--- config.mk ---
export PLATFORM = sky130hd
export DESIGN_NAME = packet_framer
export DESIGN_NICKNAME = d
export VERILOG_FILES = /design/src/rtl/packet_framer.sv
export SDC_FILE = /design/constraint.sdc
export NUM_CORES = 1
export LEC_CHECK = 0
export BUFFER_PORTS_ARGS = -buffer_cell sky130_fd_sc_hd__buf_2
export CORE_ASPECT_RATIO = 1.2
export CORE_UTILIZATION = 40
export CTS_CLUSTER_DIAMETER = 60
export DETAILED_ROUTE_END_ITERATION = 7
export SLEW_MARGIN = 20
export SYNTH_ARGS = -nofsm -noshare
export SYNTH_HDL_FRONTEND = slang
export SYNTH_SLANG_ARGS = --single-unit
--- constraint.sdc ---
create_clock -name clk -period 5.1 [get_ports clk]
set_input_delay 0.255 -clock clk [delete_from_list [all_inputs] [get_ports clk]]
set_output_delay 0.255 -clock clk [all_outputs]
set_load 0.05 [all_outputs]
--- src/rtl/packet_framer.sv ---
// packet_framer
//   Serialises 16-bit words into five-byte frames: SYNC, SEQ, DATA_HI,
//   DATA_LO, CSUM. The checksum covers SEQ, DATA_HI and DATA_LO only.
//   A one-word holding register lets the next frame start with no idle gap.
//
// Ports:
//   clk              system clock, rising edge
//   rst              asynchronous active-high reset
//   data_in          16-bit word to transmit
//   data_valid       data_in is valid
//   data_ready       framer can take a word this cycle (= !hold_full)
//   packet_out       serialised byte (IDLE_BYTE when packet_out_valid=0)
//   packet_out_valid packet_out holds a frame byte
//   packet_out_ready downstream consumes packet_out this cycle
//   sof / eof        packet_out is the SYNC / CSUM byte
//   busy             frame in progress or holding register full
//
// Handshakes: a transfer happens on a rising edge where valid && ready are
// both high. While valid=1 and ready=0 the presenting side holds its data
// (packet_out, sof, eof) stable.
module packet_framer #(
   parameter logic [7:0] SYNC_BYTE = 8'hA5,
   parameter logic [7:0] IDLE_BYTE = 8'h00
) (
   input  logic        clk,
   input  logic        rst,
   input  logic [15:0] data_in,
   input  logic        data_valid,
   output logic        data_ready,
   output logic [7:0]  packet_out,
   output logic        packet_out_valid,
   input  logic        packet_out_ready,
   output logic        sof,
   output logic        eof,
   output logic        busy
);

   // The state names the byte currently presented on packet_out.
   typedef enum logic [2:0] {
      ST_IDLE = 3'd0,
      ST_SYNC = 3'd1,
      ST_SEQ  = 3'd2,
      ST_HI   = 3'd3,
      ST_LO   = 3'd4,
      ST_CSUM = 3'd5
   } state_t;

   state_t      state, state_nxt;
   logic [15:0] frame_data, frame_data_nxt;
   logic [7:0]  frame_seq, frame_seq_nxt;
   logic [7:0]  seq_cnt, seq_cnt_nxt;
   logic [15:0] hold_data, hold_data_nxt;
   logic        hold_full, hold_full_nxt;
   logic [7:0]  byte_nxt;
   logic        accept;
   logic        consume;

   assign data_ready = !hold_full;
   assign accept     = data_valid && !hold_full;
   assign consume    = packet_out_valid && packet_out_ready;

   always_comb begin
      state_nxt      = state;
      frame_data_nxt = frame_data;
      frame_seq_nxt  = frame_seq;
      seq_cnt_nxt    = seq_cnt;
      hold_data_nxt  = hold_data;
      hold_full_nxt  = hold_full;
      case (state)
         ST_IDLE: begin
            // Holding register is always empty here, so the word goes
            // straight into the frame register.
            if (accept) begin
               frame_data_nxt = data_in;
               frame_seq_nxt  = seq_cnt;
               state_nxt      = ST_SYNC;
            end
         end
         ST_CSUM: begin
            if (consume) begin
               seq_cnt_nxt = seq_cnt + 8'd1;
               if (hold_full) begin
                  frame_data_nxt = hold_data;
                  frame_seq_nxt  = seq_cnt + 8'd1;
                  hold_full_nxt  = 1'b0;
                  state_nxt      = ST_SYNC;
               end else if (accept) begin
                  frame_data_nxt = data_in;
                  frame_seq_nxt  = seq_cnt + 8'd1;
                  state_nxt      = ST_SYNC;
               end else begin
                  state_nxt = ST_IDLE;
               end
            end else if (accept) begin
               hold_data_nxt = data_in;
               hold_full_nxt = 1'b1;
            end
         end
         default: begin
            if (consume) begin
               case (state)
                  ST_SYNC: state_nxt = ST_SEQ;
                  ST_SEQ:  state_nxt = ST_HI;
                  ST_HI:   state_nxt = ST_LO;
                  default: state_nxt = ST_CSUM;
               endcase
            end
            if (accept) begin
               hold_data_nxt = data_in;
               hold_full_nxt = 1'b1;
            end
         end
      endcase
   end

   // Byte for the next cycle, derived from the next-state frame contents so
   // the output registers line up with the state register.
   always_comb begin
      byte_nxt = IDLE_BYTE;
      case (state_nxt)
         ST_SYNC: byte_nxt = SYNC_BYTE;
         ST_SEQ:  byte_nxt = frame_seq_nxt;
         ST_HI:   byte_nxt = frame_data_nxt[15:8];
         ST_LO:   byte_nxt = frame_data_nxt[7:0];
         ST_CSUM: byte_nxt = frame_seq_nxt + frame_data_nxt[15:8] + frame_data_nxt[7:0];
         default: byte_nxt = IDLE_BYTE;
      endcase
   end

   always_ff @(posedge clk or posedge rst) begin
      if (rst) begin
         state            <= ST_IDLE;
         frame_data       <= 16'h0000;
         frame_seq        <= 8'h00;
         seq_cnt          <= 8'h00;
         hold_data        <= 16'h0000;
         hold_full        <= 1'b0;
         packet_out       <= IDLE_BYTE;
         packet_out_valid <= 1'b0;
         sof              <= 1'b0;
         eof              <= 1'b0;
         busy             <= 1'b0;
      end else begin
         state            <= state_nxt;
         frame_data       <= frame_data_nxt;
         frame_seq        <= frame_seq_nxt;
         seq_cnt          <= seq_cnt_nxt;
         hold_data        <= hold_data_nxt;
         hold_full        <= hold_full_nxt;
         packet_out       <= byte_nxt;
         packet_out_valid <= (state_nxt != ST_IDLE);
         sof              <= (state_nxt == ST_SYNC);
         eof              <= (state_nxt == ST_CSUM);
         busy             <= (state_nxt != ST_IDLE) || hold_full_nxt;
      end
   end

endmodule

==> results of run 1 <==
-- placed cells by master (no fill, tap or decap), drive strengths merged, types with 9 or more instances in the layout --
cell	Yosys	routed
xnor2	9	9
inv	21	21
dfrtp	64	64
clkbuf	8	12
nand3	14	14
o221ai	10	10
nand2b	9	9
o21ai	27	27
a21oi	24	24
a22oi	10	10
nor2	37	37
nand2	30	30
buf	15	46
mux2	17	17
-- synth_stat cells (7+ instances only) --
cell      number  area (um2)
dfrtp_1       64        1600
o211ai_1       7        52.6
o221ai_1      10        87.6
buf_2          9        45.0
nor2_1        36         135
mux2_2        17         191
clkbuf_1       8        30.0
xnor2_1        9        78.8
fa_1           8         160
a21oi_1       24         120
inv_1         21        78.8
nand2_1       29         109
ha_1           8         100
nand2b_1       8        50.1
nand3_1       13        65.1
o21ai_0       24         120
a22oi_1       10        75.1
a21o_1         7        52.6
-- cell type report --
class,count,area [um2]
fill,884,4990
multi-input combinational,291,2110
tap,123,154
sequential,64,1600
clock buffer,12,256
timing repair buffer,46,265
inverter,21,78.8
clock inverter,3,65.1
-- registers in the layout, summed over array words and instances, names as in the netlist --
signal and flops:
busy 1, eof 1, frame_data 16, frame_seq 8
hold_data 16, hold_full 1, packet_out 8, packet_out_valid 1
seq_cnt 8, sof 1, state 3
-- layer usage --
| layer | track usage [%] | share of wire, % | vias up |
|---|---|---|---|
| met5 | 0 | 0 | - |
| met4 | 10.7 | 3.2 | 0 |
| met1 | 27.6 | 43 | 1563 |
| met2 | 35.2 | 49 | 85 |
| li1 | - | - | 1515 |
| met3 | 4.20 | 4.5 | 20 |
-- through the flow --
step	total power [mW]	hold slack (ns)	instances	cell area [um2]	setup slack, ns
CTS	3.32	0.170	560	4530	0.881
finish	3.30	0.157	560	4530	0.915
global placement	2.58	0.488	545	4210	0.945
floorplan	2.19	0.407	399	3920	1.21
detailed placement	2.63	0.493	545	4210	0.807
global route	3.57	0.169	560	4530	0.476
-- worst max-delay path: stages, from the launching register on --
cell and delay [ns]:
dfrtp_1 0.66, nor2_1 0.32, nand2_1 0.11, a21o_1 0.28, a221oi_1 0.56, fa_1 0.51
inv_1 0.06, ha_1 0.16, inv_1 0.06, fa_1 0.40, inv_1 0.07, a21oi_1 0.06
o21bai_1 0.20, a31oi_1 0.15, xnor2_1 0.17, xnor3_1 0.23, o21ai_1 0.12
-- final timing paths --
check / to / from
worst max register to register: packet_out[7] / state[2]
worst min-delay path: seq_cnt[5] / rst
worst max-delay path: packet_out[7] / state[2]
worst min register to register: hold_data[2] / hold_data[2]
min in group clk: hold_data[10] / data_in[10]
max in group asynchronous: frame_seq[3] / rst
-- power groups by stage --
stage | clock network [mW] | registers (mW) | logic, mW
floorplan | 0 | 0.914 | 1.27
global placement | 0 | 0.875 | 1.71
detailed placement | 0 | 0.879 | 1.75
CTS | 0.681 | 0.872 | 1.77
global route | 0.705 | 0.900 | 1.96
finish | 0.666 | 0.873 | 1.76
-- logic make-up (layout without fill, tap and decap cells) --
kind of cell	after synthesis	after routing	share of synthesized area [%]
adder cells (fa/ha/maj)	16	16	6.64
XOR/XNOR	16	16	3.93
buffers and inverters	44	82	5.36
multiplexers	19	19	5.39
AO/OA/AOI/OAI	123	123	22.0
flip-flops	64	64	40.9
AND/OR/NAND/NOR	117	117	15.8
==> results.json, run 1 <==
{
  "tightestPinTransition_ns": 0.820,
  "hold_buffers": 0,
  "power-per-cell-area_nw_per_um2": 729,
  "layout-area-overhead-vs-synth_pct": 15.5,
  "final_nets": 469,
  "row_count": 39,
  "slew_headroom_pct": 45.3,
  "drtIter0Drc": 207,
  "synth-main-ff-cell": "dfrtp_1",
  "setup_violations": 0,
  "insertedDiodeCount": 0,
  "die_x_um": 92.4,
  "syn_inst": 399,
  "synth_nets": 435,
  "grt_max_degree": 65,
  "die_y_um": 110,
  "ys_seq_elements": 64,
  "drt-pass1-iter-count": 4,
  "synth_edf_count": 0,
  "cts_setup_buffers": 0,
  "htreeDepth": 3,
  "clkTransAtPathRegs_ns": 0.05,
  "p_clk_share_pct": 20.2,
  "antenna_found_initial": 0,
  "cts_buffer_depth": 2,
  "grt_pass1_wl_um": 17100,
  "wl_per_cell_um": 18.2,
  "vias": 3183,
  "clockRootBuffer": "clkbuf_16",
  "cap_violations": 0,
  "insertion_delay_ns": 0.33,
  "vias_per_cell": 5.68,
  "min_period_over_period_pct": 82.1,
  "ctsResizeCount": 0,
  "ys_types": 62,
  "layout-drive-gt1-share_pct": 21.1,
  "start_util_pct": 41.2,
  "grt_use_total_pct": 21.8,
  "rsz0062_at_grt": "false",
  "dieArea_um2": 10200,
  "routed_wl_um": 10200,
  "drc": 0,
  "status": "completed",
  "switching_share_pct": 43.4,
  "max_freq_ghz": 0.239,
  "crit_fanout": 24,
  "port_buffers": 32,
  "syn_area_um2": 3920,
  "cp-start-kind": "flip-flop",
  "place_congestion": 0.873,
  "final_hold_viol_count": 0,
  "crit_path_end_kind": "flip-flop",
  "seq_power_share_pct": 26.4,
  "post-route-min-period_ns": 4.18,
  "cts_buffers": 9,
  "synth-seq-area-share_pct": 40.9,
  "hp-class": "in -> async",
  "rrSetupSlack_ns": 0.92,
  "tritoncts": "done",
  "comb_power_share_pct": 53.4,
  "cp.arrival_ns": 4.44,
  "p_leak_nw": 2.12,
  "rr_worst_depth": 16,
  "cp.required_ns": 5.36,
  "critical_path_class": "reg -> reg",
  "grt_overflow": 0,
  "clock_sinks": 64,
  "peakVddDrop_uv": 228,
  "maxSlewViolCount": 0,
  "io_pins": 33,
  "switchingPower_mw": 1.43,
  "dpl.hpwl_um": 7410,
  "core-area_um2": 9520,
  "p_int_mw": 1.87,
  "synth_area_per_cell_um2": 9.82,
  "yosys_warnings": 0,
  "synthArstFlopShare_pct": 100,
  "finalSetupTns_ns": 0,
  "fin_util_pct": 47.6,
  "clock_skew_ns": 0.00509,
  "antenna_left": 0,
  "grt_pass1_vias": 3338
}
Power figures use the tool's default switching activity.
==> run 2: changes to the inputs <==
clock period = 3.5 ns   (was 5.1 ns; I/O delays follow)
==> run 2 against run 1 <==
  * The flow now finishes with violations (setup timing)
  * Critical path type unchanged
  * Critical path depth shrank 2
  * Design area grew 12%
  * Clock power grew 19%
  * Register-to-register slack lost 0.92 ns
  * Worst setup slack lost 0.92 ns
  * Largest cell class unchanged
  * Clock-buffer cell count shrank 1
  * Power grew 62%
  * Sequential power grew 40%
  * Highest routed layer unchanged
  * Final cell count grew 12%
  * Flip-flop and latch count is the same
==> results.json, run 2 (synthesis results as in run 1) <==
{
  "cts_buffers": 9,
  "clock_skew_ns": 0.00841,
  "tightestPinTransition_ns": 0.800,
  "insertedDiodeCount": 0,
  "tritoncts": "done",
  "drtIter0Drc": 283,
  "cpMostUsedCell": "a32o_1",
  "start_util_pct": 41.2,
  "grt_max_degree": 36,
  "grt_overflow": 0,
  "routed_wl_um": 11500,
  "crit_chain": "buf_4 > nor2_2 > nand2_1 > a21o_1 > a221oi_4 > fa_1 > inv_1 > ha_2 > inv_2 > fa_2 > xnor2_1 > a32o_1 > a32o_1 > a221o_1",
  "core-area_um2": 9520,
  "cap_violations": 0,
  "cp_slowest_cell": "dfrtp_2",
  "drc": 0,
  "top_regs": "frame_data x16, hold_data x16",
  "final_hold_viol_count": 0,
  "dpl.hpwl_um": 8720,
  "crit_path_end_kind": "flip-flop",
  "p_clk_share_pct": 14.8,
  "finalWorstSetupSlack_ns": -0.00506,
  "rsz0062_at_grt": "true",
  "port_buffers": 32,
  "clockRootBuffer": "clkbuf_16",
  "worst_path_largest_cell_delay_ns": 0.44,
  "hp-class": "in -> reg",
  "die_y_um": 110,
  "min_period_over_period_pct": 100,
  "status": "finished, violations left",
  "grt_use_total_pct": 24.6,
  "max_freq_ghz": 0.285,
  "vias_per_cell": 5.63,
  "antenna_found_initial": 0,
  "clkTransAtPathRegs_ns": 0.06,
  "cts_buffer_depth": 2,
  "cp_top_family": "compound AO/OA/AOI/OAI gates",
  "cp-start-kind": "flip-flop",
  "io_pins": 33,
  "seqCellArea_um2": 1600,
  "final_cell_count_no_fill": 628,
  "grt_pass1_wl_um": 18900,
  "layout-area-overhead-vs-synth_pct": 29.8,
  "setup_violations": 1,
  "grt_pass1_vias": 3607,
  "final_common_cell": "buf_4",
  "peakVddDrop_uv": 533,
  "layout_common_cells": "buf_4, dfrtp_1, buf_2",
  "vias": 3538,
  "wl_per_cell_um": 18.4,
  "critical_path_class": "reg -> reg",
  "power-per-cell-area_nw_per_um2": 1050,
  "die_x_um": 92.4,
  "insertion_delay_ns": 0.34,
  "place_inst": 607,
  "p_int_mw": 3.00,
  "rrSetupSlack_ns": -0.005,
  "violations": "setup timing",
  "cp.arrival_ns": 3.71,
  "place_congestion": 0.887,
  "dieArea_um2": 10200,
  "seq_power_share_pct": 22.9,
  "comb_power_share_pct": 62.3,
  "switching_share_pct": 43.7,
  "final_nets": 536,
  "slew_headroom_pct": 46.1,
  "post-route-min-period_ns": 3.51,
  "layout-drive-gt1-share_pct": 36.0,
  "htreeDepth": 3,
  "switchingPower_mw": 2.33,
  "maxSlewViolCount": 0,
  "crit_fanout": 6,
  "drt-pass1-iter-count": 5,
  "antenna_left": 0,
  "fin_hold_ws_ns": 0.0901,
  "row_count": 39,
  "nFillCells": 889,
  "cp.required_ns": 3.71,
  "multi_input_area_um2": 2220,
  "clock_sinks": 64,
  "p_leak_nw": 2.43,
  "worst-path-buf-inv": 3
}
[run 2: cell count changes in the layout (fill, tap and decap cells not counted), moves of 4 or more]
cell / before / now
nor2_2: 0 / 4
clkinv_2: 1 / 5
buf_4: 14 / 78
nor2_1: 36 / 31
[run 2: final timing paths]
path                                  to  cells past startpoint           from
max in group asynchronous   hold_data[9]                      4            rst
max                        packet_out[3]                     14       state[2]
min                        hold_data[14]                      2    data_in[14]
min in group asynchronous           busy                      3            rst
min reg2reg                hold_data[14]                      1  hold_data[14]
max reg2reg                packet_out[3]                     14       state[2]
[run 2: worst reg2reg max path, cell delays in order (launching register included)]
cell and delay, ns:
dfrtp_2 0.44, buf_4 0.18, nor2_2 0.11, nand2_1 0.10
a21o_1 0.24, a221oi_4 0.32, fa_1 0.44, inv_1 0.07
ha_2 0.18, inv_2 0.04, fa_2 0.35, xnor2_1 0.16
a32o_1 0.26, a32o_1 0.20, a221o_1 0.29
[run 2: layer usage]
metal | part of all wire, % | global-route usage, % | vias to the layer above | wire (um)
li1 | - | - | 1658 | -
met4 | 2.8 | 12.5 | 0 | 318
met2 | 50 | 39.2 | 118 | 5720
met5 | 0 | 0 | - | 0
met3 | 4.9 | 3.99 | 22 | 562
met1 | 43 | 32.1 | 1740 | 4920
[run 2: metrics by stage]
| stage | total power, mW | cell area (um2) | TNS [ns] | util (%) | setup slack [ns] |
|---|---|---|---|---|---|
| final | 5.33 | 5090 | -0.00506 | 53.5 | -0.00506 |
| after global placement | 4.27 | 4700 | -0.0394 | 49.4 | -0.0233 |
| after CTS | 5.23 | 5050 | 0 | 53.0 | 0.00195 |
| after global routing | 5.72 | 5090 | -0.509 | 53.5 | -0.195 |
| after floorplan | 3.23 | 3970 | 0 | - | 0.00634 |
| after detailed placement | 4.32 | 4700 | -0.167 | 49.4 | -0.0822 |
[run 2: power groups by stage]
stage / Clock (mW) / Sequential [mW] / Combinational [mW]
2_1_floorplan: 0 / 1.34 / 1.89
3_3_place_gp: 0 / 1.22 / 3.05
3_5_place_dp: 0 / 1.22 / 3.10
4_1_cts: 0.807 / 1.22 / 3.20
5_1_grt: 0.842 / 1.26 / 3.62
6_report: 0.790 / 1.22 / 3.32
[run 2: what timing repair did]
item	4_1_cts	5_1_grt
pin swaps	6	11
setup buffers	4	0
hold buffers	1	0
endpoints found under the setup margin	3	4
gates resized for setup	13	14
hold endpoints to repair	29	0
[run 2: final cells by class]
type                       count  share of cell area, %
clock buffer                  11                   4.57
clock inverter                 5                  0.492
inverter                      21                   1.55
multi-input combinational    291                   43.6
sequential                    64                   31.5
tap                          123                   3.02
timing repair buffer         113                   15.3
